`config.mk`:
```
export PLATFORM = sky130hd
export DESIGN_NAME = uart_rx_fifo
export DESIGN_NICKNAME = d
export VERILOG_FILES = /design/src/rtl/uart_rx_fifo.sv
export SDC_FILE = /design/constraint.sdc
export NUM_CORES = 1
export LEC_CHECK = 0
export CAP_MARGIN = 5
export CELL_PAD_IN_SITES_DETAIL_PLACEMENT = 1
export CELL_PAD_IN_SITES_GLOBAL_PLACEMENT = 2
export CORE_MARGIN = 2
export CORE_UTILIZATION = 47
export CTS_BUF_LIST = sky130_fd_sc_hd__clkbuf_8
export DETAILED_ROUTE_END_ITERATION = 7
export GPL_TIMING_DRIVEN = 0
export PLACE_DENSITY_LB_ADDON = 0.1
export REMOVE_ABC_BUFFERS = 1
export SETUP_SLACK_MARGIN = 0.02
export SYNTH_ARGS = -nofsm -noshare
export SYNTH_HDL_FRONTEND = slang
export SYNTH_SLANG_ARGS = --single-unit
```
`constraint.sdc`:
```
create_clock -name Clk -period 3.5 [get_ports Clk]
set_input_delay 0.7 -clock Clk [delete_from_list [all_inputs] [get_ports Clk]]
set_output_delay 0.7 -clock Clk [all_outputs]
set_load 0.03 [all_outputs]
```
`src/rtl/uart_rx_fifo.sv`:
```
// -----------------------------------------------------------------------------
// uart_rx_fifo
//
// Receive-side FIFO for a UART. Words arriving with Data_Rdy are queued in a
// circular buffer and handed out one per Read_Req with a single cycle of
// latency. Occupancy and level flags are always visible. Overflow and
// underflow events are latched until software clears them.
//
// Parameters
//   DATA_BITS   width of each stored word
//   FIFO_DEPTH  number of entries (power of two, >= 2)
//   AFULL_LVL   Almost_Full when Count >= AFULL_LVL
//   AEMPTY_LVL  Almost_Empty when Count <= AEMPTY_LVL
//
// Ports
//   Clk            rising-edge clock
//   Rst            asynchronous, active-high reset
//   Rx_Data        word to enqueue
//   Data_Rdy       write strobe
//   Read_Req       read strobe
//   Flush          synchronous empty command (drops same-cycle read/write)
//   Clr_Err        clears FIFO_Overflow / FIFO_Underflow
//   BIST_Mode      while high, Data_Rdy is ignored
//   Data_Out       registered read data, held until the next accepted read
//   Data_Valid     one-cycle pulse qualifying Data_Out
//   Count          current occupancy (0..FIFO_DEPTH)
//   FIFO_Empty, FIFO_Full, Almost_Empty, Almost_Full   level flags
//   FIFO_Overflow, FIFO_Underflow                      sticky error flags
// -----------------------------------------------------------------------------
module uart_rx_fifo #(
    parameter int DATA_BITS  = 8,
    parameter int FIFO_DEPTH = 16,
    parameter int AFULL_LVL  = 12,
    parameter int AEMPTY_LVL = 2
) (
    input  logic                          Clk,
    input  logic                          Rst,
    input  logic [DATA_BITS-1:0]          Rx_Data,
    input  logic                          Data_Rdy,
    input  logic                          Read_Req,
    input  logic                          Flush,
    input  logic                          Clr_Err,
    input  logic                          BIST_Mode,
    output logic [DATA_BITS-1:0]          Data_Out,
    output logic                          Data_Valid,
    output logic [$clog2(FIFO_DEPTH):0]   Count,
    output logic                          FIFO_Empty,
    output logic                          FIFO_Full,
    output logic                          Almost_Empty,
    output logic                          Almost_Full,
    output logic                          FIFO_Overflow,
    output logic                          FIFO_Underflow
);

    localparam int AW = $clog2(FIFO_DEPTH);
    localparam int CW = AW + 1;

    localparam logic [CW-1:0] DEPTH_C  = CW'(FIFO_DEPTH);
    localparam logic [CW-1:0] AFULL_C  = CW'(AFULL_LVL);
    localparam logic [CW-1:0] AEMPTY_C = CW'(AEMPTY_LVL);
    localparam logic [CW-1:0] CNT_ONE  = CW'(1);
    localparam logic [AW-1:0] PTR_ONE  = AW'(1);

    // Storage is deliberately left without reset so it can map onto RAM.
    logic [DATA_BITS-1:0] mem_reg [FIFO_DEPTH];

    logic [AW-1:0]        wr_ptr_reg;
    logic [AW-1:0]        rd_ptr_reg;
    logic [CW-1:0]        count_reg;
    logic [CW-1:0]        count_next;
    logic [DATA_BITS-1:0] data_out_reg;
    logic                 data_valid_reg;
    logic                 overflow_reg;
    logic                 underflow_reg;

    // Cleared by reset and set on the first clock edge that sees Rst low.
    // Gating every operation with it guarantees that the edge on which reset
    // is released never accepts a read, write or flush, whichever way the
    // Rst/Clk race resolves.
    logic                 run_reg;

    logic full_now;
    logic empty_now;
    logic flush_now;
    logic wr_attempt;
    logic wr_accept;
    logic rd_accept;
    logic ovf_event;
    logic udf_event;

    always_comb begin
        full_now   = (count_reg == DEPTH_C);
        empty_now  = (count_reg == '0);
        flush_now  = run_reg & Flush;
        wr_attempt = run_reg & Data_Rdy & ~BIST_Mode & ~Flush;
        rd_accept  = run_reg & Read_Req & ~Flush & ~empty_now;
        // A full FIFO still takes a write when a read frees a slot this cycle.
        wr_accept  = wr_attempt & (~full_now | rd_accept);
        ovf_event  = wr_attempt & full_now & ~rd_accept;
        udf_event  = run_reg & Read_Req & ~Flush & empty_now;

        count_next = count_reg;
        case ({wr_accept, rd_accept})
            2'b10:   count_next = count_reg + CNT_ONE;
            2'b01:   count_next = count_reg - CNT_ONE;
            default: count_next = count_reg;
        endcase
    end

    // Write port. When full with a simultaneous read, wr_ptr equals rd_ptr;
    // the read below samples the old word before this write lands.
    always_ff @(posedge Clk) begin
        if (wr_accept) begin
            mem_reg[wr_ptr_reg] <= Rx_Data;
        end
    end

    always_ff @(posedge Clk or posedge Rst) begin
        if (Rst) begin
            run_reg        <= 1'b0;
            wr_ptr_reg     <= '0;
            rd_ptr_reg     <= '0;
            count_reg      <= '0;
            data_out_reg   <= '0;
            data_valid_reg <= 1'b0;
            overflow_reg   <= 1'b0;
            underflow_reg  <= 1'b0;
        end else begin
            run_reg        <= 1'b1;
            data_valid_reg <= rd_accept;

            if (flush_now) begin
                wr_ptr_reg <= '0;
                rd_ptr_reg <= '0;
                count_reg  <= '0;
            end else begin
                if (wr_accept) begin
                    wr_ptr_reg <= wr_ptr_reg + PTR_ONE;
                end
                if (rd_accept) begin
                    rd_ptr_reg   <= rd_ptr_reg + PTR_ONE;
                    data_out_reg <= mem_reg[rd_ptr_reg];
                end
                count_reg <= count_next;
            end

            // A new event wins over a same-cycle clear.
            overflow_reg  <= ovf_event | (overflow_reg  & ~Clr_Err);
            underflow_reg <= udf_event | (underflow_reg & ~Clr_Err);
        end
    end

    assign Data_Out       = data_out_reg;
    assign Data_Valid     = data_valid_reg;
    assign Count          = count_reg;
    assign FIFO_Empty     = empty_now;
    assign FIFO_Full      = full_now;
    assign Almost_Full    = (count_reg >= AFULL_C);
    assign Almost_Empty   = (count_reg <= AEMPTY_C);
    assign FIFO_Overflow  = overflow_reg;
    assign FIFO_Underflow = underflow_reg;

endmodule

```
==> metrics.md <==
| Metric | Value |
|---|---|
| Post-CTS sizing | 0 |
| Relative slew slack | 27.7% |
| Post-synthesis adder-cell area fraction | 1.91% |
| Global route overflow | 0 |
| Main combinational cell family by area after synthesis | multiplexers |
| WL per Instance | 23.0 um |
| Peak supply drop | 0.000327 V |
| Initial antenna violation count | 0 |
| Post-route cell area | 7290 um^2 |
| Final net count | 409 |
| CP startpoint kind | primary input |
| # placed instances | 542 |
| Row cnt | 42 |
| Starting Density | 47.9% |
| CTS Sinks | 153 |
| RR Endpoint | Count[4]$_DFFE_PP0P_ |
| Port bufs | 34 |
| Reg2reg path depth | 12 |
| Post-synth cell types | 47 |
| PwrDens | 657 nW/um^2 |
| Critical path, cell by cell | clkdlybuf4s50_1 > nand3b_1 > a311oi_2 > nand2_1 > nor3_2 |
| Via count | 3186 |
| Min cycle time layout | 3350 ps |
| Post-Synth XOR/XNOR Area | 0.975% |
| Number of setup buffers added after CTS | 0 |
| Worst r2r src | Count[3]$_DFFE_PP0P_ |
| Crit path DAT | 3410 ps |
| Area grow syn2layout | 15.9% |
| Worst-path maximum fanout | 9 |
| Compound-Gate Fraction of Synth Area | 3.48% |
| Setup ws final | 153 ps |
| Fin crit share | 95.6% |
| Routed Antenna Nets | 0 |
| Final hold slack | 494 ps |
| Register bit count reported by yosys | 153 |
| Simple-Gate Fraction of Synth Area | 5.75% |
| Final setup violation count | 0 |
| Drt drc | 0 |
| Max reg flops | 128 |
| Clock-pin slew on the worst setup and hold paths | 80 ps |
| Max-cap violations | 0 |
| Reg2reg setup slack | 560 ps |
| CTS buffer count | 17 |
| H-tree levels | 4 |
| Drt via density | 5.56 |
| Post-DP Area | 6840 um^2 |
| Status | completed |
| Max-slew violation count | 0 |
| Longest Clk Path Bufs | 2 |
| Hold Path Class | reg2reg |
| Critical path capture point type | register |
| Crit path from | Flush |
| Synth async-reset ratio | 16.3% |
| Ports | 35 |
| Share of cells above drive strength 1 | 20.4% |
| Pwr Total | 4.79 mW |
| Floorplan die width | 120 um |
| Synthesized area | 6290 um^2 |
| Die height | 120 um |
| Lkg Pwr | 2.44 nW |
| Overall routing resource usage | 20.1% |
| DRT Wirelength | 13200 um |
| FMAX | 299 MHz |
| N_diodes | 0 |
| CP max-delay cell | a311oi_2 |
| RSZ-0062 raised after global routing | true |
| Critical path depth | 5 |
| Dpl ws | -371 ps |
| 1st-iter DRT viols | 255 |
| CTS root buffer | clkbuf_8 |
| Critical path destination | mem_reg[8][7]$_DFFE_PP_ |
| CP required | 3560 ps |
| EDFF count, synth | 128 |
| CP Buf/Inv Count | 1 |
| Detailed-placement wirelength estimate | 8370 um |
| Main flop type after synthesis | edfxtp_1 |
| # hold bufs at CTS | 0 |
| Clk_lat worst skew | 440 ps |
| CTS tree | built |
| Most frequent cells in the layout | 128 x edfxtp_1, 34 x clkdlybuf4s50_1, 33 x mux4_2 |
| First-pass GRT wire length | 20700 um |
| Synth warn | 0 |
| TNS Setup | 0 ps |
| Multiplexer share of the synthesized area | 14.8% |
| Pin count of the biggest net entering global routing | 32 |
| Max Clock Skew | 13.1 ps |
| Most common cell after layout, fill and taps aside | edfxtp_1 |
| Seq/Total Area, Yosys | 71.0% |
| Final core utilization | 55.5% |
| Core area | 13100 um^2 |
| Number of global-route vias before repair | 3521 |
| Crit Path Class | in2reg |
| Cell Count, Final, Fillers Out | 573 |
| Post-Syn Instances | 343 |
| Die area | 14300 um^2 |
| Delay-heaviest family, CP | simple AND/OR/NAND/NOR gates |
| Final hold vios | 0 |
| Slew @ Worst Pin | 1080 ps |
| Syn Area/Cell | 18.3 um^2 |
| Largest stage delay, worst path | 750 ps |
| 1st-pass router iterations | 4 |
| RePlAce Congestion | 0.778 |
cells in the mapped netlist (2+ instances only):
library cell	number	share of area, %
edfxtp_1	128	61
mux4_2	33	12
dfrtp_1	25	9.9
nor2_1	24	1.4
inv_1	14	0.84
mux2i_1	14	2.2
nand2_1	14	0.84
and2_1	11	1.1
ha_1	8	1.6
a221oi_1	7	0.97
clkbuf_1	5	0.30
nor3_1	5	0.40
xor2_1	5	0.70
a21oi_1	4	0.32
mux2_2	4	0.72
buf_2	3	0.24
buf_4	3	0.36
nand2b_1	3	0.30
nand3b_1	2	0.24
nand4_1	2	0.20
o21ai_0	2	0.16
xnor2_1	2	0.28
worst reg2reg max path, cell delays in order, from the launching register on:
cell and delay, ps:
dfrtp_1 490, nor4_4 460, nand2_2 150, nand3_2 150, inv_2 150, nand2_1 150, inv_1 90, ha_1 320
nand2b_1 80, a21oi_1 310, xnor2_1 200, a21bo_2 160, o221ai_1 90
layer usage:
metal	part of all wire (%)	vias up	GRT usage, %
li1	-	1423	-
met1	46	1681	28.0
met2	49	68	31.6
met3	4.4	14	5.23
met4	1.4	0	6.25
met5	0	-	0
cell type report:
class | instances | area (um^2)
fill | 1199 | 5850
sequential | 153 | 4470
multi-input combinational | 162 | 1720
timing repair buffer | 36 | 380
clock buffer | 17 | 234
tap | 176 | 220
clock inverter | 14 | 211
inverter | 15 | 56.3
kinds of logic after synthesis:
kind of cell / count (synthesis)
adder cells (fa/ha/maj): 9
AND/OR/NAND/NOR: 69
flip-flops: 153
other: 1
AO/OA/AOI/OAI: 25
XOR/XNOR: 7
buffers and inverters: 28
multiplexers: 51
worst min path at each step:
stage	from	endpoint	slack (ps)	cells after the start
finish	FIFO_Underflow$_DFF_PP0_	FIFO_Underflow$_DFF_PP0_	490	1
global route	FIFO_Underflow$_DFF_PP0_	FIFO_Underflow$_DFF_PP0_	520	1
CTS	FIFO_Underflow$_DFF_PP0_	FIFO_Underflow$_DFF_PP0_	500	1
detailed placement	Data_Out[6]$_DFFE_PP0P_	Data_Out[6]$_DFFE_PP0P_	470	2
global placement	Data_Out[6]$_DFFE_PP0P_	Data_Out[6]$_DFFE_PP0P_	460	2
floorplan	rd_ptr_reg[3]$_DFFE_PP0P_	rd_ptr_reg[3]$_DFFE_PP0P_	570	2
power breakdown:
part | total (mW) | switching, mW | internal (mW)
Sequential | 2.21 | 0.142 | 2.06
Clock | 1.52 | 0.624 | 0.898
Combinational | 1.06 | 0.564 | 0.497
(Power assumes the default switching activity.)
